--- config.mk ---
export PLATFORM = sky130hd
export DESIGN_NAME = serial_datapath
export DESIGN_NICKNAME = d
export VERILOG_FILES = /design/src/rtl/serial_pkg.sv /design/src/rtl/serial_alu_bit.sv /design/src/rtl/serial_datapath.sv
export SDC_FILE = /design/constraint.sdc
export NUM_CORES = 1
export LEC_CHECK = 0
export ABC_AREA = 1
export CORE_ASPECT_RATIO = 0.9
export CORE_MARGIN = 3
export CORE_UTILIZATION = 23
export DETAILED_ROUTE_END_ITERATION = 8
export PLACE_DENSITY_LB_ADDON = 0.2
export SYNTH_ARGS = -nofsm -noshare
export SYNTH_HDL_FRONTEND = slang
export SYNTH_SLANG_ARGS = --single-unit
--- constraint.sdc ---
create_clock -name clk -period 2.6 [get_ports clk]
set_input_delay 0.52 -clock clk [delete_from_list [all_inputs] [get_ports clk]]
set_output_delay 0.52 -clock clk [all_outputs]
set_load 0.05 [all_outputs]
--- src/rtl/serial_pkg.sv ---
// Shared definitions for the bit-serial processor datapath and decoder.
package serial_pkg;

  localparam int unsigned DefaultWidth = 8;

  typedef enum logic [2:0] {
    RPASS = 3'd0,
    RADD  = 3'd1,
    RSUB  = 3'd2,
    RAND  = 3'd3,
    ROR   = 3'd4,
    RXOR  = 3'd5
  } alu_func_t;

endpackage

--- src/rtl/serial_alu_bit.sv ---
// One-bit ALU slice: combinational result and carry-out for a single bit position.
module serial_alu_bit
  import serial_pkg::*;
(
  input  logic       a,
  input  logic       b,
  input  logic       cin,
  input  logic [2:0] func,
  output logic       r,
  output logic       cout
);

  logic b_eff;

  always_comb begin
    r     = a;
    cout  = 1'b0;
    b_eff = (func == RSUB) ? ~b : b;
    case (func)
      RPASS: r = b;
      RADD, RSUB: begin
        r    = a ^ b_eff ^ cin;
        cout = (a & b_eff) | (cin & (a ^ b_eff));
      end
      RAND:    r = a & b;
      ROR:     r = a | b;
      RXOR:    r = a ^ b;
      // Reserved codes pass A through, leaving the accumulator intact over a word.
      default: r = a;
    endcase
  end

endmodule

--- src/rtl/serial_datapath.sv ---
// Bit-serial execution datapath: LSB-first accumulator/operand processing with flag commit.
module serial_datapath
  import serial_pkg::*;
#(
  parameter int unsigned WIDTH = DefaultWidth
) (
  input  logic             clk,
  input  logic             rst,
  input  logic             load_a,
  input  logic             load_b,
  input  logic [WIDTH-1:0] load_data,
  input  logic             shift,
  input  logic [2:0]       alu_func,
  input  logic             write,
  output logic [WIDTH-1:0] acc,
  output logic [WIDTH-1:0] opr,
  output logic             last_bit,
  output logic             carry_flag,
  output logic             zero_flag
);

  localparam int unsigned IdxW = $clog2(WIDTH);
  localparam logic [IdxW-1:0] LastIdx = IdxW'(WIDTH - 1);

  logic [WIDTH-1:0] acc_q, acc_d;
  logic [WIDTH-1:0] opr_q, opr_d;
  logic [IdxW-1:0]  idx_q, idx_d;
  logic             carry_q, carry_d;
  logic             nz_q, nz_d;
  logic             carry_flag_q, carry_flag_d;
  logic             zero_flag_q, zero_flag_d;

  logic bit0;
  logic cin;
  logic r;
  logic cout;
  logic do_load;
  logic do_shift;
  logic carry_s;
  logic nz_s;

  assign bit0     = (idx_q == '0);
  assign cin      = bit0 ? (alu_func == RSUB) : carry_q;
  assign do_load  = load_a | load_b;
  assign do_shift = shift & ~do_load;

  serial_alu_bit u_alu (
    .a    (acc_q[0]),
    .b    (opr_q[0]),
    .cin  (cin),
    .func (alu_func),
    .r    (r),
    .cout (cout)
  );

  always_comb begin
    acc_d        = acc_q;
    opr_d        = opr_q;
    idx_d        = idx_q;
    carry_d      = carry_q;
    nz_d         = nz_q;
    carry_flag_d = carry_flag_q;
    zero_flag_d  = zero_flag_q;

    // State after this cycle's shift (if any); a load cycle commits pre-load state.
    carry_s = carry_q;
    nz_s    = nz_q;
    if (do_shift) begin
      carry_s = cout;
      nz_s    = bit0 ? r : (nz_q | r);
    end

    if (do_load) begin
      if (load_a) acc_d = load_data;
      if (load_b) opr_d = load_data;
      idx_d   = '0;
      carry_d = 1'b0;
      nz_d    = 1'b0;
    end else if (do_shift) begin
      acc_d   = {r, acc_q[WIDTH-1:1]};
      opr_d   = {opr_q[0], opr_q[WIDTH-1:1]};
      idx_d   = (idx_q == LastIdx) ? '0 : idx_q + IdxW'(1);
      carry_d = carry_s;
      nz_d    = nz_s;
    end

    if (write) begin
      carry_flag_d = carry_s;
      zero_flag_d  = ~nz_s;
    end
  end

  always_ff @(posedge clk) begin
    if (rst) begin
      acc_q        <= '0;
      opr_q        <= '0;
      idx_q        <= '0;
      carry_q      <= 1'b0;
      nz_q         <= 1'b0;
      carry_flag_q <= 1'b0;
      zero_flag_q  <= 1'b0;
    end else begin
      acc_q        <= acc_d;
      opr_q        <= opr_d;
      idx_q        <= idx_d;
      carry_q      <= carry_d;
      nz_q         <= nz_d;
      carry_flag_q <= carry_flag_d;
      zero_flag_q  <= zero_flag_d;
    end
  end

  assign acc        = acc_q;
  assign opr        = opr_q;
  assign last_bit   = shift & ~rst & (idx_q == LastIdx);
  assign carry_flag = carry_flag_q;
  assign zero_flag  = zero_flag_q;

endmodule
Word-level counts from Yosys, hierarchy flattened --
Index checks and enable logic that the tools add are counted.
Cells by class: $add $sub $neg 1, equality and inequality tests 8, mux-type cells 14, bitwise operators 17, reductions and logical operators 7
Operators by type and width (number):
- 2-to-1 mux 8 bit | 6
- == test 3 bit (second input constant) | 3
- AND 1 bit | 6
- == test 3 x 2 -> 1 bit (second input constant) | 2
- zero test 3 bit | 2
- 2-to-1 mux 1 bit | 6
- case mux 1 bit (5 select lines) | 1
- inequality test 2 bit (second input constant) | 2
- NOT 1 bit | 4
- OR 1 bit | 4
- AND reduction 2 bit | 2
- OR reduction 2 bit | 2
- adder 3 x 1 -> 3 bit (second input constant) | 1
- == test 3 x 1 -> 1 bit (second input constant) | 1
- 2-to-1 mux 3 bit | 1
- XOR 1 bit | 3
- nonzero test 2 bit | 1
Storage, ports and cells: flip-flop bits (word level) 23, output and inout bits 19

Longest topological paths before layout --
Gate-level depths: netlist of run 1.
word-level depth 9, depth in mapped cells 12, gate-level depth less buffers 12

By module --
Synthesis of run 1 repeated with hierarchy kept, for this count alone.
Unflattened totals: cells, all modules 198, area, all modules 1358.8 µm²
Modules (own cells, without submodules):
- serial_datapath | times used 1, cells each 170, area an instance 1191.1 µm², seq. area each 460.4 µm²
- serial_alu_bit | times used 1, cells each 28, area an instance 167.7 µm², seq. area each 0.0 µm²

Worst setup path after synthesis of run 1 --
No wires, ideal clock.
path kind input-to-output, start point input shift, end point output last_bit, arrival time 1.695 ns, required time 2.080 ns, path slack 0.385 ns, stages 2, path buffers 0, cells stage by stage inv_1 > nor3_1
On the way: cells in the longest elaborated chain, start to end 2
Ends and longest elaborated chain:
- start, declared | RTL line serial_datapath.sv:12 | input logic shift,
- AND 1 bit (2 in series) | RTL line serial_datapath.sv:115 | assign last_bit = shift & ~rst & (idx_q == LastIdx);
- end, declared | RTL line serial_datapath.sv:17 | output logic last_bit,
No other way between the ends.

Final worst setup path of run 1 --
start point input alu_func[1], end point register zero_flag_q (netlist: zero_flag)
On the way: cells in the longest elaborated chain, start to end 9
Ends and longest elaborated chain:
- start, declared | RTL line serial_datapath.sv:13 | input logic [2:0] alu_func,
- == test 3 x 2 -> 1 bit | RTL line serial_alu_bit.sv:18, serial_alu_bit.sv:19, serial_datapath.sv:43
- 2-to-1 mux 1 bit | RTL line serial_alu_bit.sv:18 | b_eff = (func == RSUB) ? ~b : b;
- XOR 1 bit (2 in series) | RTL line serial_alu_bit.sv:22 | r = a ^ b_eff ^ cin;
- case mux 1 bit (5 select lines) * | RTL line serial_alu_bit.sv:19 | case (func)
- OR 1 bit | RTL line serial_datapath.sv:70 | nz_s = bit0 ? r : (nz_q | r);
- 2-to-1 mux 1 bit * | RTL line serial_datapath.sv:70
- 2-to-1 mux 1 bit * | RTL line serial_datapath.sv:68 | if (do_shift) begin
- NOT 1 bit * | RTL line serial_datapath.sv:89 | zero_flag_d = ~nz_s;
- end signal, assigned | RTL line serial_datapath.sv:109 | zero_flag_q <= zero_flag_d;
- end, declared | RTL line serial_datapath.sv:31 | logic zero_flag_q, zero_flag_d;
Mark *: on every way between the ends. The rest lies on a longest branch, timed or not. A chain may end at the register's enable or synchronous reset.

==> flow_metrics.env, run 1 <==
export IMPL_drc=0
export IMPL_setup_viol=0
export IMPL_io_buffer_count=35
export IMPL_drt_iter0_markers=15
export IMPL_grt_pass1_vias=1069
export IMPL_cp_buffers_inverters=2
export IMPL_core_um2=4660
export IMPL_synthArstFlopShare_pct=0
export IMPL_hpwl_um=2130
export IMPL_netlist_top_cells_count="40 x nand2_1, 23 x dfxtp_1, 15 x a31oi_1"
export IMPL_drive_above_1_share_pct=8.02
export IMPL_hold_end="carry_flag$_SDFFE_PP0P_"
export IMPL_core_rowCount=23
export IMPL_rsz0062_at_grt="no"
export IMPL_clk_pin_slew_ps=80
export IMPL_crit_fanout=4
export IMPL_synth_edf_count=0
export IMPL_timing_final_ws_setup_ps=447
export IMPL_yosysTopAreaCellShare_pct=39.6
export IMPL_gp_congestion=0.772
export IMPL_slew_headroom_pct=65.4
export IMPL_yosys_top_cells_area="dfxtp_1 40%, nand2_1 13%, a31oi_1 8.1%"
export IMPL_ctsResizeCount=0
export IMPL_clk_latency_ps=270
export IMPL_whs_path_depth=2
export IMPL_leakagePower_nw=0.643
export IMPL_avgSynthCellArea_um2=7.66
export IMPL_synth_top_family_by_area="compound AO/OA/AOI/OAI gates"
export IMPL_start_kind="input port"
export IMPL_arrival_ps=2310
export IMPL_path_class="in -> reg"
export IMPL_grt_max_degree=18
export IMPL_synth_mux_area_share_pct=0
export IMPL_timing_hold_ws_ps=491
export IMPL_start_util_pct=25.0
export IMPL_die_area_um2=5950
export IMPL_crit_chain="clkdlybuf4s50_1 -> inv_1 -> nor2_1 -> nand2_1 -> xor2_1 -> fa_1 -> nand2_1 -> nand2_1 -> nand3_1 -> nand2_1 -> a21oi_1"
export IMPL_r2r_setup_slack_ps=840
export IMPL_die_h_um=73.5
export IMPL_hp_class="reg -> reg"
export IMPL_required_ps=2760
export IMPL_synth_compound_area_share_pct=21.8
export IMPL_dr_pass1_iters=4
export IMPL_hp_start="carry_flag$_SDFFE_PP0P_"
export IMPL_irDropWorstVdd_uv=235
export IMPL_post_cts_setup_buffers=0
export IMPL_slew_viol_final=0
export IMPL_cp_end_kind="flop"
export IMPL_grt_pass1_wl_um=4880
export IMPL_synth_warning_count=0
export IMPL_cts_path_max_buffers=2
export IMPL_timing_fmax_mhz=465
export IMPL_synth_xor_area_share_pct=0.753
export IMPL_post_route_period_util_pct=82.8
export IMPL_root_buffer="clkbuf_8"
export IMPL_tightest_slew_ps=517
export IMPL_tritoncts="yes"
export IMPL_finalHoldViolations=0
export IMPL_max_stage_delay_ps=500
export IMPL_worstReg2RegEnd="zero_flag$_SDFFE_PP0P_"
export IMPL_io_pins=36
export IMPL_path_common_cell="nand2_1"
export IMPL_avgRoutedWirePerCell_um=11.4
export IMPL_synth_top_cell_by_area="dfxtp_1"
export IMPL_synth_cell_types=23
export IMPL_syn_to_final_growth_pct=39.2
export IMPL_cpLargestDelayFamily="buffers and inverters"
export IMPL_synth_fp_nets=175
export IMPL_p_per_area_nw_per_um2=528
export IMPL_netlist_instances=152
export IMPL_synthFlopType="dfxtp_1"
export IMPL_period_needed_ps=2150
export IMPL_final_nets=211
export IMPL_overflow=0
export IMPL_synth_simple_area_share_pct=20.6
export IMPL_synth_fa_ha_area_share_pct=7.10
export IMPL_fp_dieW_um=81.0
export IMPL_cts_hold_buf=0
export IMPL_status="complete, no violations"
export IMPL_maxCapViolCount=0
export IMPL_grt_total_usage_pct=10.4
export IMPL_place_ws_ps=168
export IMPL_yosys_register_bits=23
export IMPL_wl_um=2830
export IMPL_reg2reg_depth=10
export IMPL_synth_most_common_cell="nand2_1"
export IMPL_vias=1093
export IMPL_crit_slowest_cell="fa_1"
export IMPL_vias_per_cell=4.39
export IMPL_cp_num_cells=11
export IMPL_p_total_mw=0.855
export IMPL_cts_htree_levels=1
export IMPL_reg2reg_from="idx_q[0]$_SDFFE_PP0P_"
export IMPL_fin_skew_ps=6.26
export IMPL_yosysSeqAreaShare_pct=39.6
export IMPL_clock_sinks=23
export IMPL_antenna_found_initial=0
export IMPL_synthesis_area_um2=1160
export IMPL_tns_ps=0
export IMPL_cts_buffers=3
export IMPL_diodes=0
export IMPL_ant_nets=0
-- area by class of cell --
type | count | area [µm²]
Clock buffer | 3 | 41.3
Clock inverter | 1 | 7.51
Fill cell | 523 | 3040
Inverter | 16 | 72.6
Multi-Input combinational cell | 107 | 586
Sequential cell | 23 | 460
Tap cell | 62 | 77.6
Timing Repair Buffer | 37 | 375
-- flip-flops by register name, indices dropped and copies added (netlist names), named ones only --
signal,cells
carry_q,1
idx_q,3
zero_flag,1
acc,8
carry_flag,1
opr,8
-- kinds of logic after synthesis --
kind of cell / count (synthesis)
fa+ha+maj: 6
compound gates: 45
buf+inv: 22
simple gates: 55
flops: 23
xor+xnor: 1
-- placed cells by master, fill, tap and decap left out, types with 2 or more instances in the layout --
master | netlist | final
a211oi_1 | 3 | 3
a21oi_1 | 6 | 6
a31oi_1 | 15 | 15
buf_4 | 2 | 2
clkbuf_8 | 0 | 3
clkdlybuf4s50_1 | 0 | 34
clkinv_4 | 2 | 2
dfxtp_1 | 23 | 23
ha_1 | 5 | 5
inv_1 | 12 | 12
nand2_1 | 40 | 40
nand3_1 | 7 | 7
nor2_1 | 3 | 3
nor2_2 | 3 | 3
o21ai_0 | 14 | 14
o21ai_1 | 6 | 6
-- worst reg2reg max path, delay by kind of cell, from the launching register on --
kind                     cells  cell delay (ps)
adder cells (fa/ha/maj)      2              680
AND/OR/NAND/NOR              5              380
flip-flops                   1              340
AO/OA/AOI/OAI                2              170
buffers and inverters        1               70
-- where the power goes --
group / switching [mW] / internal, mW
combinational: 0.149 / 0.0870
sequential: 0.0189 / 0.375
clock: 0.117 / 0.108
total: 0.285 / 0.570
-- how the worst max path moves through the flow --
stage / slack (ps) / endpoint / start
after floorplan: 390 / last_bit / shift
after global placement: 200 / zero_flag$_SDFFE_PP0P_ / alu_func[1]
after detailed placement: 170 / zero_flag$_SDFFE_PP0P_ / alu_func[1]
after CTS: 450 / zero_flag$_SDFFE_PP0P_ / alu_func[1]
after global routing: 240 / zero_flag$_SDFFE_PP0P_ / alu_func[1]
final: 450 / zero_flag$_SDFFE_PP0P_ / alu_func[1]
-- metrics by stage --
| step | util, % | area [µm²] | std cells |
|---|---|---|---|
| after global routing | 34.8 | 1620 | 249 |
| final | 34.8 | 1620 | 249 |
| after floorplan | - | 1160 | 152 |
| after global placement | 33.7 | 1570 | 245 |
| after CTS | 34.8 | 1620 | 249 |
| after detailed placement | 33.7 | 1570 | 245 |
-- layer usage --
layer	part of all wire (%)	wire length, µm	track usage, %
met5	0	0	0
met4	0.67	19	2.06
met3	7.1	201	4.41
met2	40	1140	15.0
met1	52	1460	14.3
Power figures use the tool's default switching activity.
==> run 2, diff against run 1 <==
clock period = 2.2 ns   (was 2.6 ns; I/O delays follow)
==> run 2 against run 1 <==
  * Non-clock buffer count is 4 higher
  * Die area stayed put
  * Design area is 2.6% higher
  * Hold slack worse by 2.0 ps
  * Critical path depth stayed put
  * Critical endpoint unchanged
  * Largest cell class unchanged
  * Largest power group unchanged
==> flow_metrics.env, run 2 (synthesis results as in run 1) <==
export IMPL_status="complete, no violations"
export IMPL_vias=1102
export IMPL_core_um2=4660
export IMPL_seq_area_um2=460
export IMPL_grt_pass1_vias=1015
export IMPL_grt_max_degree=18
export IMPL_seqPwrFrac_pct=45.4
export IMPL_grt_pass1_wl_um=4750
export IMPL_finalHoldViolations=0
export IMPL_hpwl_um=2190
export IMPL_cts_hold_buf=0
export IMPL_layout_commonest_cell="nand2_1"
export IMPL_root_buffer="clkbuf_8"
export IMPL_drt_met1_wl_um=1500
export IMPL_diodes=0
export IMPL_drive_above_1_share_pct=11.5
export IMPL_clock_sinks=23
export IMPL_crit_fanout=3
export IMPL_die_area_um2=5950
export IMPL_hp_class="reg -> reg"
export IMPL_leakagePower_nw=0.665
export IMPL_multi_input_area_um2=598
export IMPL_power_frac_comb_pct=28.1
export IMPL_irDropWorstVdd_uv=265
export IMPL_rsz0062_at_grt="no"
export IMPL_wl_um=2930
export IMPL_switching_share_pct=33.8
export IMPL_highest_layer="met4"
export IMPL_p_sw_mw=0.347
export IMPL_timing_final_ws_setup_ps=137
export IMPL_cp_end_kind="flop"
export IMPL_p_per_area_nw_per_um2=618
export IMPL_whs_path_depth=2
export IMPL_p_clk_share_pct=26.6
export IMPL_tightest_slew_ps=539
export IMPL_reg2reg_depth=11
export IMPL_post_route_period_util_pct=93.8
export IMPL_vias_per_cell=4.36
export IMPL_clk_pin_slew_ps=80
export IMPL_antenna_found_initial=0
export IMPL_post_route_util_pct=35.7
export IMPL_die_h_um=73.5
export IMPL_arrival_ps=2220
export IMPL_grt_total_usage_pct=10.2
export IMPL_setup_viol=0
export IMPL_drc=0
export IMPL_gp_congestion=0.719
export IMPL_final_cell_mix="39 x nand2_1, 34 x clkdlybuf4s50_1, 23 x dfxtp_1, 15 x a31oi_1, 13 x o21ai_0"
export IMPL_ant_nets=0
export IMPL_cts_buffers=3
export IMPL_final_nets=215
export IMPL_io_pins=36
export IMPL_dr_pass1_iters=5
export IMPL_fp_dieW_um=81.0
export IMPL_start_util_pct=25.0
export IMPL_post_cts_setup_buffers=0
export IMPL_drt_iter0_markers=33
export IMPL_fillers=509
export IMPL_start_kind="input port"
export IMPL_io_buffer_count=35
export IMPL_timing_fmax_mhz=485
export IMPL_maxCapViolCount=0
export IMPL_clk_latency_ps=270
export IMPL_wl_met2_um=1220
export IMPL_slew_headroom_pct=64.0
export IMPL_cts_path_max_buffers=2
export IMPL_power_internal_mw=0.680
export IMPL_core_rowCount=23
export IMPL_path_class="in -> reg"
export IMPL_period_needed_ps=2060
export IMPL_fin_skew_ps=7.28
export IMPL_avgRoutedWirePerCell_um=11.6
export IMPL_tritoncts="yes"
export IMPL_wl_met3_um=183
export IMPL_required_ps=2360
export IMPL_cts_htree_levels=1
export IMPL_ctsResizeCount=0
export IMPL_syn_to_final_growth_pct=42.9
export IMPL_place_ws_ps=-162
export IMPL_overflow=0
export IMPL_slew_viol_final=0
## run 2: per-stage QoR
step / cell area (µm²) / setup TNS [ps] / std cells / power [mW] / hold WS, ps
after floorplan: 1160 / 0 / 152 / 0.657 / 458
after global placement: 1600 / -226 / 249 / 0.763 / 461
after detailed placement: 1600 / -420 / 249 / 0.763 / 473
after CTS: 1650 / 0 / 253 / 1.04 / 493
after global routing: 1660 / 0 / 253 / 1.08 / 523
final: 1660 / 0 / 253 / 1.03 / 489
## run 2: critical path, stage by stage
cell	delay, ps
clkdlybuf4s50_1	470
inv_1	70
nor2_2	120
nand2_2	100
xor2_2	170
fa_1	510
nand2_1	50
nand2_1	80
nand3_1	90
nand2_1	80
a21oi_1	50
## run 2: power groups by stage
stage / clock [mW] / combinational [mW] / sequential, mW
2_1_floorplan: 0 / 0.106 / 0.551
4_1_cts: 0.282 / 0.288 / 0.467
6_report: 0.273 / 0.288 / 0.466
5_1_grt: 0.299 / 0.313 / 0.471
3_5_place_dp: 0 / 0.288 / 0.475
3_3_place_gp: 0 / 0.287 / 0.476
## run 2: final cells by class
type	instances	area share, %
flip-flops and latches	23	27.7
repair buffers	41	24.4
clock inverters	1	0.451
inverters	16	4.36
clock buffers	3	2.48
multi-input cells	107	36.0
well taps	62	4.67
## run 2: worst paths after layout
check                          start  slack (ps)                 endpoint
max                      alu_func[1]         140   zero_flag$_SDFFE_PP0P_
min reg2reg  carry_flag$_SDFFE_PP0P_         490  carry_flag$_SDFFE_PP0P_
min          carry_flag$_SDFFE_PP0P_         490  carry_flag$_SDFFE_PP0P_
max reg2reg    idx_q[0]$_SDFFE_PP0P_         460   zero_flag$_SDFFE_PP0P_
## run 2: per-layer routing
layer  GRT usage, %  vias to the layer above
met5              0                        -
met4           2.25                        0
met3           3.68                        2
met2           15.3                       24
met1           14.0                      488
li1               -                      588
==> run 3, diff against run 2 <==
CORE_MARGIN = 2   (was 3)
CORE_UTILIZATION = 30   (was 23)
==> run 3 against run 2 <==
  * Fmax is 0.81% lower
  * Via count is 5.3% higher
  * Global-route usage is 3.7 points higher
  * Design area is 1.2% lower
  * Clock-buffer cell count stayed put
==> flow_metrics.env, run 3 (synthesis results as in run 1) <==
export IMPL_status="complete, no violations"
export IMPL_io_pins=36
export IMPL_p_sw_mw=0.339
export IMPL_root_buffer="clkbuf_8"
export IMPL_syn_to_final_growth_pct=41.2
export IMPL_path_class="in -> reg"
export IMPL_worstReg2RegEnd="zero_flag$_SDFFE_PP0P_"
export IMPL_gp_congestion=0.811
export IMPL_p_total_mw=1.02
export IMPL_rsz0062_at_grt="no"
export IMPL_timing_fmax_mhz=481
export IMPL_cp_num_cells=11
export IMPL_io_buffer_count=35
export IMPL_core_um2=3730
export IMPL_crit_chain="clkdlybuf4s50_1 -> inv_1 -> nor2_2 -> nand2_2 -> xor2_2 -> fa_1 -> nand2_1 -> nand2_1 -> nand3_1 -> nand2_1 -> a21oi_1"
export IMPL_vias=1160
export IMPL_cts_htree_levels=1
export IMPL_reg2reg_depth=11
export IMPL_post_cts_setup_buffers=0
export IMPL_hpwl_um=2180
export IMPL_grt_total_usage_pct=13.9
export IMPL_grt_pass1_wl_um=5070
export IMPL_slew_viol_final=0
export IMPL_fp_dieW_um=69.7
export IMPL_tightest_slew_ps=499
export IMPL_p_per_area_nw_per_um2=620
export IMPL_setup_viol=0
export IMPL_clk_latency_ps=260
export IMPL_ant_nets=0
export IMPL_path_common_cell="nand2_1"
export IMPL_switching_share_pct=33.3
export IMPL_arrival_ps=2230
export IMPL_cp_end_kind="flop"
export IMPL_max_stage_delay_ps=500
export IMPL_p_clk_share_pct=25.9
export IMPL_fin_skew_ps=6.86
export IMPL_avgRoutedWirePerCell_um=12.2
export IMPL_cts_buffers=3
export IMPL_required_ps=2350
export IMPL_antenna_found_initial=0
export IMPL_dr_pass1_iters=4
export IMPL_leakagePower_nw=0.665
export IMPL_fin_area_um2=1640
export IMPL_grt_pass1_vias=1232
export IMPL_drt_iter0_markers=23
export IMPL_seqPwrFrac_pct=45.8
export IMPL_die_area_um2=4390
export IMPL_crit_fanout=3
export IMPL_hp_class="reg -> reg"
export IMPL_post_route_period_util_pct=94.6
export IMPL_tns_ps=0
export IMPL_cts_path_max_buffers=2
export IMPL_wl_um=2880
export IMPL_final_cell_mix="39 x nand2_1, 34 x clkdlybuf4s50_1, 23 x dfxtp_1, 15 x a31oi_1, 13 x o21ai_0"
export IMPL_irDropWorstVdd_uv=215
export IMPL_period_needed_ps=2080
export IMPL_diodes=0
export IMPL_core_rowCount=21
export IMPL_power_internal_mw=0.680
export IMPL_vias_per_cell=4.89
export IMPL_overflow=0
export IMPL_maxCapViolCount=0
export IMPL_r2r_setup_slack_ps=390
export IMPL_cts_hold_buf=0
export IMPL_dpl_cell_area_um2=1580
export IMPL_tritoncts="yes"
export IMPL_drive_above_1_share_pct=11.5
export IMPL_place_ws_ps=-168
export IMPL_final_nets=215
export IMPL_clk_pin_slew_ps=80
export IMPL_start_kind="input port"
export IMPL_cp_buffers_inverters=2
export IMPL_drc=0
export IMPL_whs_path_depth=2
export IMPL_grt_max_degree=18
export IMPL_slew_headroom_pct=66.6
export IMPL_crit_slowest_cell="fa_1"
export IMPL_hp_start="carry_flag$_SDFFE_PP0P_"
export IMPL_layout_commonest_cell="nand2_1"
export IMPL_power_frac_comb_pct=28.3
export IMPL_die_h_um=63.1
export IMPL_clock_sinks=23
export IMPL_reg2reg_from="idx_q[0]$_SDFFE_PP0P_"
export IMPL_start_util_pct=31.2
export IMPL_finalHoldViolations=0
export IMPL_hold_end="carry_flag$_SDFFE_PP0P_"
export IMPL_timing_final_ws_setup_ps=120
export IMPL_cpLargestDelayFamily="buffers and inverters"
-- run 3: power by group through the flow --
stage,Combinational (mW),Sequential [mW],Clock [mW]
floorplan,0.106,0.551,0
global placement,0.283,0.475,0
detailed placement,0.287,0.476,0
CTS,0.288,0.466,0.273
global route,0.313,0.470,0.291
finish,0.288,0.466,0.264
-- run 3: how the worst max path moves through the flow --
stage | from | end | slack [ps]
2_1_floorplan | idx_q[0]$_SDFFE_PP0P_ | last_bit | 70
3_3_place_gp | alu_func[1] | zero_flag$_SDFFE_PP0P_ | -100
3_5_place_dp | alu_func[1] | zero_flag$_SDFFE_PP0P_ | -170
4_1_cts | alu_func[1] | zero_flag$_SDFFE_PP0P_ | 100
5_1_grt | alu_func[1] | zero_flag$_SDFFE_PP0P_ | 40
6_report | alu_func[1] | zero_flag$_SDFFE_PP0P_ | 120
-- run 3: layer usage --
layer | vias up | share of wire, % | track usage, %
met5 | - | 0 | 0
li1 | 594 | - | -
met4 | 0 | 0.69 | 6.97
met1 | 542 | 46 | 16.7
met3 | 2 | 4.1 | 2.72
met2 | 22 | 49 | 23.8
-- run 3: repair_timing --
action / 4_1_cts / 5_1_grt
endpoints found under the hold margin: 0 / 0
setup endpoints to repair: 0 / 2
gates resized for setup: 0 / 4
-- run 3: cell type report --
class,count,area (µm²)
Fill cell,377,2090
Tap cell,46,57.6
Inverter,16,72.6
Clock buffer,3,41.3
Sequential cell,23,460
Multi-Input combinational cell,107,598
Timing Repair Buffer,41,405
Clock inverter,1,7.51
-- run 3: worst register-to-register path: stages, from the launching register on --
cell and delay [ps]:
dfxtp_1 350, inv_1 80, ha_1 200, nand2_1 110
nand2_1 60, o21ai_1 90, fa_1 430, nand2_1 80
nand2_1 70, nand3_1 90, nand2_1 60, a21oi_1 120
-- run 3: stage by stage --
stage | util [%] | hold slack (ps) | cells
floorplan | - | 458 | 152
global placement | 42.4 | 463 | 233
detailed placement | 42.4 | 469 | 233
CTS | 43.7 | 490 | 237
global route | 44.0 | 532 | 237
finish | 44.0 | 480 | 237
